--- src/rtl/branch_resolve_unit.sv ---
// Branch resolution at the execute/fetch boundary: captures ALU flags with a condition,
// decides taken/not-taken, and drives the PC redirect, a timed flush, and branch statistics.
module branch_resolve_unit #(
  parameter int FLUSH_CYCLES = 2,
  parameter int CNT_W        = 16
) (
  input  logic             clk,
  input  logic             rst_n,
  input  logic             in_valid,
  output logic             in_ready,
  input  logic [2:0]       cond,
  input  logic [31:0]      target,
  input  logic             zero,
  input  logic             negative,
  input  logic             positive,
  output logic             redirect_valid,
  output logic [31:0]      redirect_pc,
  output logic             flush,
  output logic             flag_err,
  output logic [CNT_W-1:0] branch_count,
  output logic [CNT_W-1:0] taken_count
);

  typedef enum logic [1:0] {
    IDLE,
    RESOLVE,
    FLUSH
  } state_t;

  state_t     state, state_next;
  logic [3:0] flush_cnt, flush_cnt_next;
  logic       taken_q, branch_q, err_q;
  logic       taken_now, accept;

  assign accept = in_valid && in_ready;

  always_comb begin
    taken_now = 1'b0;
    unique case (cond)
      3'b000: taken_now = 1'b0;
      3'b001: taken_now = zero;
      3'b010: taken_now = !zero;
      3'b011: taken_now = negative;
      3'b100: taken_now = positive;
      3'b101: taken_now = zero || negative;
      3'b110: taken_now = zero || positive;
      3'b111: taken_now = 1'b1;
    endcase
  end

  always_ff @(posedge clk) begin
    if (!rst_n) begin
      state     <= IDLE;
      flush_cnt <= 4'd0;
    end else begin
      state     <= state_next;
      flush_cnt <= flush_cnt_next;
    end
  end

  // in_valid is used directly here; in_ready is fixed by the state branch we are in.
  always_comb begin
    state_next     = state;
    flush_cnt_next = flush_cnt;
    in_ready       = 1'b0;
    redirect_valid = 1'b0;
    flush          = 1'b0;
    flag_err       = 1'b0;
    unique case (state)
      IDLE: begin
        in_ready = 1'b1;
        if (in_valid) state_next = RESOLVE;
      end
      RESOLVE: begin
        flag_err = err_q;
        if (taken_q) begin
          redirect_valid = 1'b1;
          flush          = 1'b1;
          if (FLUSH_CYCLES > 1) begin
            state_next     = FLUSH;
            flush_cnt_next = 4'(FLUSH_CYCLES - 1);
          end else begin
            state_next = IDLE;
          end
        end else begin
          in_ready = 1'b1;
          if (!in_valid) state_next = IDLE;
        end
      end
      FLUSH: begin
        flush          = 1'b1;
        flush_cnt_next = flush_cnt - 4'd1;
        if (flush_cnt <= 4'd1) state_next = IDLE;
      end
      default: state_next = IDLE;
    endcase
  end

  // redirect_pc only loads for taken requests so it holds across not-taken ones.
  always_ff @(posedge clk) begin
    if (!rst_n) begin
      taken_q      <= 1'b0;
      branch_q     <= 1'b0;
      err_q        <= 1'b0;
      redirect_pc  <= 32'd0;
      branch_count <= '0;
      taken_count  <= '0;
    end else begin
      if (accept) begin
        taken_q  <= taken_now;
        branch_q <= (cond != 3'b000);
        err_q    <= !$onehot({zero, negative, positive});
        if (taken_now) redirect_pc <= target;
      end
      if (state == RESOLVE) begin
        if (branch_q && (branch_count != '1)) branch_count <= branch_count + 1'b1;
        if (taken_q && (taken_count != '1)) taken_count <= taken_count + 1'b1;
      end
    end
  end

endmodule

--- config.mk ---
export PLATFORM = sky130hd
export DESIGN_NAME = branch_resolve_unit
export DESIGN_NICKNAME = d
export VERILOG_FILES = /design/src/rtl/branch_resolve_unit.sv
export SDC_FILE = /design/constraint.sdc
export NUM_CORES = 1
export LEC_CHECK = 0
export CAP_MARGIN = 20
export CORE_AREA = 2 2 112 114
export DETAILED_ROUTE_END_ITERATION = 6
export DIE_AREA = 0 0 114 116
export PLACE_DENSITY = 0.56
export SLEW_MARGIN = 40
export SYNTH_ARGS = -nofsm -noshare
export SYNTH_HDL_FRONTEND = slang
export SYNTH_SLANG_ARGS = --single-unit
--- constraint.sdc ---
create_clock -name clk -period 2.22 [get_ports clk]
set_input_delay 0.333 -clock clk [delete_from_list [all_inputs] [get_ports clk]]
set_output_delay 0.333 -clock clk [all_outputs]
set_load 0.01 [all_outputs]
==> impl_metrics.csv <==
group,metric,value,unit
layout,fillers,1186,
clock_network,cts_tree,"done",
layout,diodes,0,
synth,synth_fp_nets,454,
setup_path,reg2regPathDepth,6,
grt,grtUsageTotal,0.140,
synth,async_flop_share,0,
layout,drive_gt1_frac,0.0709,
clock_network,root_buffer,"clkbuf_16",
synth,syn_avg_cell_area,8.73,um2
grt,overflow,0,
routing,dr.first_iter.drc_count,153,
grt,grt_antenna_before_repair,0,
synth,synth_cells,405,
sta,tns,0,ns
sta,fmaxAchievable,0.476,GHz
clock_network,clk_latency,0.33,ns
layout,final_common_cell,"clkdlybuf4s50_1",
sta,fin_crit,2.10,ns
routing,routed_wl,8980,um
place,place_hpwl,6200,um
place,gp_congestion,0.775,
min_path,hold_depth,2,
layout,layout_common_cells,"106 x clkdlybuf4s50_1, 87 x nand2_1, 73 x dfxtp_1, 38 x mux2i_1, 18 x a21oi_1",
setup_path,critPathMaxFanout,6,
layout,final_util,0.433,
routing,wl_per_cell,13.4,um
routing,vias_per_cell,4.93,
sta,fin_crit_sh,0.946,
sta,setup_violations,0,
grt,grt_pass1_wl,15000,um
power,powerDensity,662,nW/um2
clock_network,hold_buffers,0,
synth,yosysSeqAreaShare,0.413,
place,place_area,4820,um2
sta,drv_slew,0,
floorplanning,start_util,0.297,
routing,drcViolationCount,0,
setup_path,worst-setup-path-type,"register to output port",
sta,layout_setup_ws,0.119,ns
floorplanning,ios,109,
job,max-cap-violations,0,
sta,worst_slew_pin_slew,0.531,ns
sta,fin_worst_skew,0.00386,ns
synth,yosys_warnings,0,
sta,grt_setup_unrepaired,"false",
run_status,run_status,"finished, final reports clean",
layout,final_nets,567,
setup_path,required,1.89,ns
layout,synthToLayoutAreaGrowth,45.9,%
clock_network,cts_buffers,9,
clock_network,htree_levels,3,
floorplanning,dieArea,13200,um2
synth,synth_edf_count,0,
grt,grt_pass1_vias,3211,
sta,whs,0.453,ns
clock_network,cts_buffer_depth,2,
sta,final-hold-violation-count,0,
synth,netlist_area,3530,um2
place,io_buffer_count,108,
clock_network,clk_pin_slew,0.06,ns
synth,synth_seq_cells,73,
grt,grt_max_degree,87,
floorplanning,die_y,116,um
min_path,min_path_type,"register to register",
floorplanning,die_w,114,um
floorplanning,rows,40,
setup_path,critPathSlowestCell,"clkdlybuf4s50_1",
routing,drt-pass1-iter-count,4,
routing,ant_nets,0,
sta,slew_headroom,0.641,
setup_path,slowest_delay,0.53,ns
layout,fin_area,5160,um2
setup_path,crit_path_end_kind,"output port",
power,ir_worst_vdd,0.290,mV
clock_network,cts_sinks,73,
setup_path,start_kind,"register",
setup_path,crit_path_cell_trace,"inv_1, ha_4, nand2_2, inv_2, o21a_1, clkdlybuf4s50_1",
synth,synthFlopType,"dfxtp_1",
synth,ys_types,55,
power,p_leak,1.81,nW
setup_path,arrival,1.77,ns
floorplanning,core,11900,um2
routing,vias,3298,
place,dpl_worst_slack,0.0102,ns
[through the flow]
stage	cells	power (mW)
after floorplan	405	1.63
after global placement	654	1.84
after detailed placement	654	1.85
after CTS	669	3.47
after global routing	669	3.56
final	669	3.42
[cells by family (layout without fill, tap and decap cells)]
logic type / after synthesis / count (layout) / share of synthesized area
AO/OA/AOI/OAI: 71 / 71 / 0.147
XOR/XNOR: 2 / 2 / 0.00496
adder cells (fa/ha/maj): 8 / 8 / 0.0304
buffers and inverters: 30 / 147 / 0.0389
flip-flops: 73 / 73 / 0.413
multiplexers: 39 / 39 / 0.111
AND/OR/NAND/NOR: 182 / 182 / 0.254
[final timing paths]
check	start	endpoint	slack [ns]
hold reg to reg	redirect_pc[2]	redirect_pc[2]	0.45
setup / recovery	state[1]	flush	0.12
hold / removal	redirect_pc[2]	redirect_pc[2]	0.45
setup reg to reg	state[1]	taken_count[13]	0.26
[cell type report]
| type | instances | area [um2] | share of cell area |
|---|---|---|---|
| Tap cell | 147 | 184 | 0.0357 |
| Sequential cell | 73 | 1460 | 0.283 |
| Inverter | 12 | 45.0 | 0.00873 |
| Clock inverter | 2 | 60.1 | 0.0116 |
| Clock buffer | 13 | 270 | 0.0524 |
| Multi-Input combinational cell | 302 | 1950 | 0.378 |
| Timing Repair Buffer | 120 | 1190 | 0.231 |
[worst max-delay path, delay by kind of cell (launching register included)]
family | cells | cell delay [ns]
AOI/OAI and AO/OA | 1 | 0.12
adders and majority gates | 1 | 0.17
and+or+nand+nor | 1 | 0.08
DFF | 1 | 0.32
buffers and inverters | 3 | 0.75
[flip-flops by register name, summed over array words and instances, names as in the netlist]
| signal | cells |
|---|---|
| branch_count | 16 |
| branch_q | 1 |
| err_q | 1 |
| flush_cnt | 4 |
| redirect_pc | 32 |
| state | 2 |
| taken_count | 16 |
| taken_q | 1 |
[layer usage]
metal	vias up	GRT usage	share of wire
met5	-	0	0
met4	0	0.0585	0.018
met3	12	0.0633	0.11
met2	95	0.208	0.41
met1	1507	0.177	0.46
li1	1684	-	-
[cells in the mapped netlist (all sizes together), types with 2 or more instances]
master,instances,area share
nand2,88,0.094
dfxtp,73,0.41
mux2i,38,0.11
a21oi,18,0.025
o21ai,16,0.025
clkbuf,13,0.014
inv,12,0.013
nand3,12,0.017
nor2,12,0.013
nor3,12,0.017
or3,10,0.018
nand4,9,0.018
nand2b,8,0.014
and2,7,0.012
ha,7,0.025
o41ai,7,0.023
or4,7,0.015
buf,5,0.012
nor4,5,0.011
o31ai,5,0.011
o21a,4,0.0085
a211oi,3,0.0064
and4,3,0.0074
o311ai,3,0.0074
a311oi,2,0.0050
and3,2,0.0035
o211ai,2,0.0042
o31a,2,0.0050
[power by group]
part	switching (mW)	leakage (nW)	internal, mW	total [mW]
Sequential	0.0316	0.593	1.36	1.39
Combinational	0.190	1.06	0.232	0.423
Clock	0.529	0.162	1.07	1.60
Total	0.751	1.81	2.66	3.42
[timing repair]
item                       4_1_cts  5_1_grt
setup endpoints to repair        2        1
gates resized for setup          3        1
buffers inserted                 0        0
Power figures use the tool's default switching activity.
==> patch 1 (config.mk and constraints unchanged) <==
Register the input `target` before use, with the module's reset. The logic sees it one clock later. The other inputs are not delayed to match.
--- a/src/rtl/branch_resolve_unit.sv
+++ b/src/rtl/branch_resolve_unit.sv
@@ -27,4 +27,14 @@
     FLUSH
   } state_t;
+
+  logic [31:0] target_q;
+
+  always_ff @(posedge clk) begin
+    if (!rst_n) begin
+      target_q <= '0;
+    end else begin
+      target_q <= target;
+    end
+  end
 
   state_t     state, state_next;
@@ -111,5 +121,5 @@
         branch_q <= (cond != 3'b000);
         err_q    <= !$onehot({zero, negative, positive});
-        if (taken_now) redirect_pc <= target;
+        if (taken_now) redirect_pc <= target_q;
       end
       if (state == RESOLVE) begin
Formal check against the unedited RTL: not equivalent (a bounded check fails within 4 cycles, from zero or initial values and one cycle with rst_n low).
==> patch 1 against the original RTL <==
Sequential cell count up 32. Worst setup slack worse by 40 ps. Routed wire length up 7.0%. Area after synthesis up 20%. Combinational power up 6.1%. Cell area up 13%. Die area unchanged. Clock power up 3%. Total power up 20%. Cell count up 8.2%. Global-route usage up 0.71 points. Critical endpoint is now redirect_valid. Largest cell class is now sequential cells.
==> patch 1: results (changes against the original RTL) <==
CTS root buf clkbuf_16 (unchanged); hold path start rst_n (was redirect_pc[2]$_SDFFE_PN0P_); initial antenna violation count 0 (unchanged); Layout Skew 5.61 ps (was 3.86 ps); vias 3443 (was 3298); dpl cells 705 (was 654); layout cell share with drive strength beyond 1 7.11% (was 7.09%); Hold Path End redirect_pc[24]$_SDFFE_PN0P_ (was redirect_pc[2]$_SDFFE_PN0P_); reg2reg end taken_count[7]$_SDFFE_PN0P_ (was taken_count[13]$_SDFFE_PN0P_); P_seq 1990 uW (was 1390 uW); fin nets 621 (was 567); asr flop ratio synth 0% (unchanged); # diodes 0 (unchanged); H-tree levels 3 (unchanged); Skew-Pair Late Insertion Delay 350 ps (was 330 ps); vias in the first global route 3280 (was 3211); Peak VDD IR 0.376 mV (was 0.290 mV); top-count cell post-synth dfxtp_1 (was nand2_1); sequential share of the synthesized area 49.6% (was 41.3%); largest net degree at the start of global routing 48 (was 87); status complete, no violations (unchanged); Lkg Pwr 0.00215 uW (was 0.00181 uW); hold path cells 3 (was 2); Largest regs redirect_pc: 32 flops, target_q: 32 flops (was redirect_pc: 32 flops, branch_count: 16 flops, taken_count: 16 flops); WL/cell 13.3 um (was 13.4 um); Top FF cell, synth dfxtp_1 (unchanged); synth unique cells 49 (was 55); first-pass GRT wire length 15600 um (was 15000 um); Hold WC Path Type input pin to flip-flop (was flip-flop to flip-flop); Logic pwr share 11.0% (was 12.4%); met1 wire length 4530 um (was 4150 um); worst r2r path cells 6 (unchanged); routed wl met3 526 um (was 948 um); clk buf depth 2 (unchanged); ranking of synthesized cells by area dfxtp_1 50%, mux2i_1 8.5%, nand2_1 7.0% (was dfxtp_1 41%, mux2i_1 11%, nand2_1 9.2%); Die X-Extent 114 um (unchanged); Post-CTS Repair Setup Buffers 0 (unchanged); GRT Total Usage 14.7% (was 14.0%); DP HPWL 6720 um (was 6200 um); Commonest cells post-synth 105 x dfxtp_1, 79 x nand2_1, 41 x nor2_1 (was 87 x nand2_1, 73 x dfxtp_1, 38 x mux2i_1); first-pass iteration count of the detailed router 4 (unchanged); R2R setup slack 260 ps (about the same); Synthesized Nets 510 (was 454); CP max FO 7 (was 6); total length of routed met2 wires 4430 um (was 3710 um); yosys warns 0 (unchanged); top layer in use met4 (unchanged); CTS resizes 2 (was 3); fillcell total 1181 (was 1186); CTS Hold Buffers Added 0 (unchanged); switching share of power 23.7% (was 22.0%); Slew HR 63.0% (was 64.1%); total CTS buffers 9 (unchanged); post-synthesis instance total 461 (was 405); critical path data arrival time 1810 ps (was 1770 ps); WL final 9610 um (was 8980 um); IO buf count 108 (unchanged); gpl congestion 0.759 (was 0.775); Initial DRC Count 147 (was 153); worst r2r src taken_count[0]$_SDFFE_PN0P_ (was state[1]$_SDFFE_PN0P_)
[patch 1: kinds of logic after synthesis]
group,synth area share (%)
adders and majority gates,2.54
AOI/OAI and AO/OA,6.58
xor gates and xnor gates,3.51
muxes,8.50
buffers and inverters,2.95
and+or+nand+nor,26.3
DFF,49.6
[patch 1: how the worst max path moves through the flow]
stage	slack [ps]	start	end
after floorplan	410	state[1]$_SDFFE_PN0P_	taken_q$_SDFFE_PN0N_
after global placement	170	zero	redirect_pc[12]$_SDFFE_PN0P_
after detailed placement	80	zero	redirect_pc[7]$_SDFFE_PN0P_
after CTS	7	state[1]$_SDFFE_PN0P_	flush
after global routing	-6	state[1]$_SDFFE_PN0P_	redirect_valid
final	80	state[1]$_SDFFE_PN0P_	redirect_valid
[patch 1: layout make-up]
class	instances	area share [%]
flip-flops and latches	105	35.9
multi-input cells	326	34.6
repair buffers	118	20.2
clock buffers	10	4.09
well taps	147	3.15
clock inverters	6	1.20
inverters	12	0.813
[patch 1: through the flow]
step	hold slack [ps]	power [uW]	worst slack (ps)	TNS, ps	area (sq um)
5_1_grt	341	4280	-5.75	-5.75	5850
6_report	339	4090	79.0	0	5850
2_1_floorplan	424	2270	413	0	4240
4_1_cts	325	4150	7.35	0	5810
3_5_place_dp	434	2480	80.8	0	5500
3_3_place_gp	424	2470	172	0	5500
[patch 1: critical path, cell delays in order, from the launching register on]
cell             delay, ps
dfxtp_1                330
inv_1                  120
ha_4                   170
nand2_1                100
inv_4                  100
buf_4                  120
clkdlybuf4s50_1        520
[patch 1: per-layer routing]
| layer | GRT usage (%) | vias to the layer above |
|---|---|---|
| li1 | - | 1779 |
| met3 | 4.81 | 11 |
| met1 | 18.8 | 1575 |
| met4 | 5.12 | 0 |
| met2 | 23.6 | 78 |
| met5 | 0 | - |
==> patch 2 (same flow settings) <==
Without the edit above. `CNT_W`: 16 -> 24.
--- a/src/rtl/branch_resolve_unit.sv
+++ b/src/rtl/branch_resolve_unit.sv
@@ -3,5 +3,5 @@
 module branch_resolve_unit #(
   parameter int FLUSH_CYCLES = 2,
-  parameter int CNT_W        = 16
+  parameter int CNT_W        = 24
 ) (
   input  logic             clk,
Interface: changed (resized branch_count and taken_count); port bits go from 109 to 125. No check against the original RTL was run, so the function may have changed too.
==> patch 2 against the original RTL <==
Via count rose by 21%. Cell area rose by 16%. Clock skew rose by 3.2 ps. Largest cell class unchanged. Routed wire length rose by 22%. Area after synthesis rose by 18%. Total power rose by 8.4%. Worst hold slack improved by 2.3 ps. Worst setup slack got worse by 7.4 ps. Global-route usage rose by 3.0 points. Sequential cell count rose by 16. Critical path type unchanged. Highest routed layer unchanged.
==> patch 2: results (changes against the original RTL) <==
status complete, no violations (unchanged); hold path cells 4 (was 2); Layout Skew 7.07 ps (was 3.86 ps); Non-clock buffers 147 (was 120); Commonest cells post-synth 89 x dfxtp_1, 52 x nand2_1, 49 x nand3_1 (was 87 x nand2_1, 73 x dfxtp_1, 38 x mux2i_1); WL/cell 14.1 um (was 13.4 um); largest stage delay on the critical path 550 ps (was 530 ps); IO buf count 124 (was 108); buffer share of cell area 24.0% (was 23.1%); Peak VDD IR 0.455 mV (was 0.290 mV); adder-cell share of the synthesized area 2.58% (was 3.04%); vias in the first global route 3763 (was 3211); vias 3980 (was 3298); Non-CTS inverters 23 (was 12); fin cells 776 (was 669); R2R setup slack 200 ps (was 260 ps); hold path start rst_n (was redirect_pc[2]$_SDFFE_PN0P_); dpl cells 759 (was 654); Initial DRC Count 158 (was 153); first-pass GRT wire length 18000 um (was 15000 um); initial antenna violation count 1 (was 0); multi-input gates 354 (was 302); Skew-Pair Late Insertion Delay 350 ps (was 330 ps); gpl congestion 0.809 (was 0.775); Sink Count 89 (was 73); # diodes 1 (was 0); reg2reg end branch_count[21]$_SDFFE_PN0P_ (was taken_count[13]$_SDFFE_PN0P_); Hold WC Path Type input pin to flip-flop (was flip-flop to flip-flop); largest net degree at the start of global routing 77 (was 87); synth unique cells 57 (was 55); GRT Total Usage 17.0% (was 14.0%); Final clock-cell share 4.97% (was 6.40%); Synthesized Nets 541 (was 454); worst-margin pin slew 739 ps (was 531 ps); worst r2r path cells 7 (was 6); ranking of synthesized cells by area dfxtp_1 43%, nand3_1 5.9%, o21ai_0 4.7% (was dfxtp_1 41%, mux2i_1 11%, nand2_1 9.2%)
[patch 2: changes by cell type in the layout (fill, tap and decap cells not counted), moves of 15 or more]
cell,change
nand2_1,-35
mux2i_1,-33
nor2_1,+28
clkdlybuf4s50_1,+15
o21ai_0,+25
dfxtp_1,+16
nand3_1,+37
xnor2_1,+18
[patch 2: cells by family after synthesis]
family	Yosys count
and+or+nand+nor	212
muxes	6
AOI/OAI and AO/OA	104
buffers and inverters	49
DFF	89
adders and majority gates	8
xor gates and xnor gates	24
[patch 2: power breakdown]
part | leakage, uW | switching [uW] | total, uW | internal (uW)
clock | 0.000142 | 612 | 1540 | 928
sequential | 0.000721 | 33.6 | 1690 | 1650
combinational | 0.00120 | 230 | 476 | 246
[patch 2: worst register-to-register path: stages, from the launching register on]
cell and delay (ps):
dfxtp_1 330, inv_1 80, ha_2 190, and2_1 250, nand4_4 130, a211o_1 390, or4_1 450, a21oi_1 140
[patch 2: metrics by stage]
step | total power (uW) | area, sq um | util, % | setup slack, ps | hold slack (ps)
after detailed placement | 2170 | 5640 | 47.4 | -76.1 | 449
after floorplan | 1940 | 4170 | - | 276 | 446
final | 3700 | 5990 | 50.3 | 112 | 455
after CTS | 3740 | 5940 | 49.9 | 63.1 | 448
after global routing | 3880 | 5980 | 50.2 | 5.16 | 471
after global placement | 2170 | 5640 | 47.4 | -15.9 | 443
[patch 2: metal layers]
metal	global-route usage (%)	share of wire [%]
met1	20.2	45
met2	27.4	46
met3	7.32	7.3
met4	6.26	1.8
met5	0	0
[patch 2: what timing repair did]
action / CTS / global route
endpoints found under the hold margin: 0 / 0
setup endpoints to repair: 3 / 21
resized for setup: 3 / 3
gates cloned: 0 / 1
pin swaps: 0 / 2
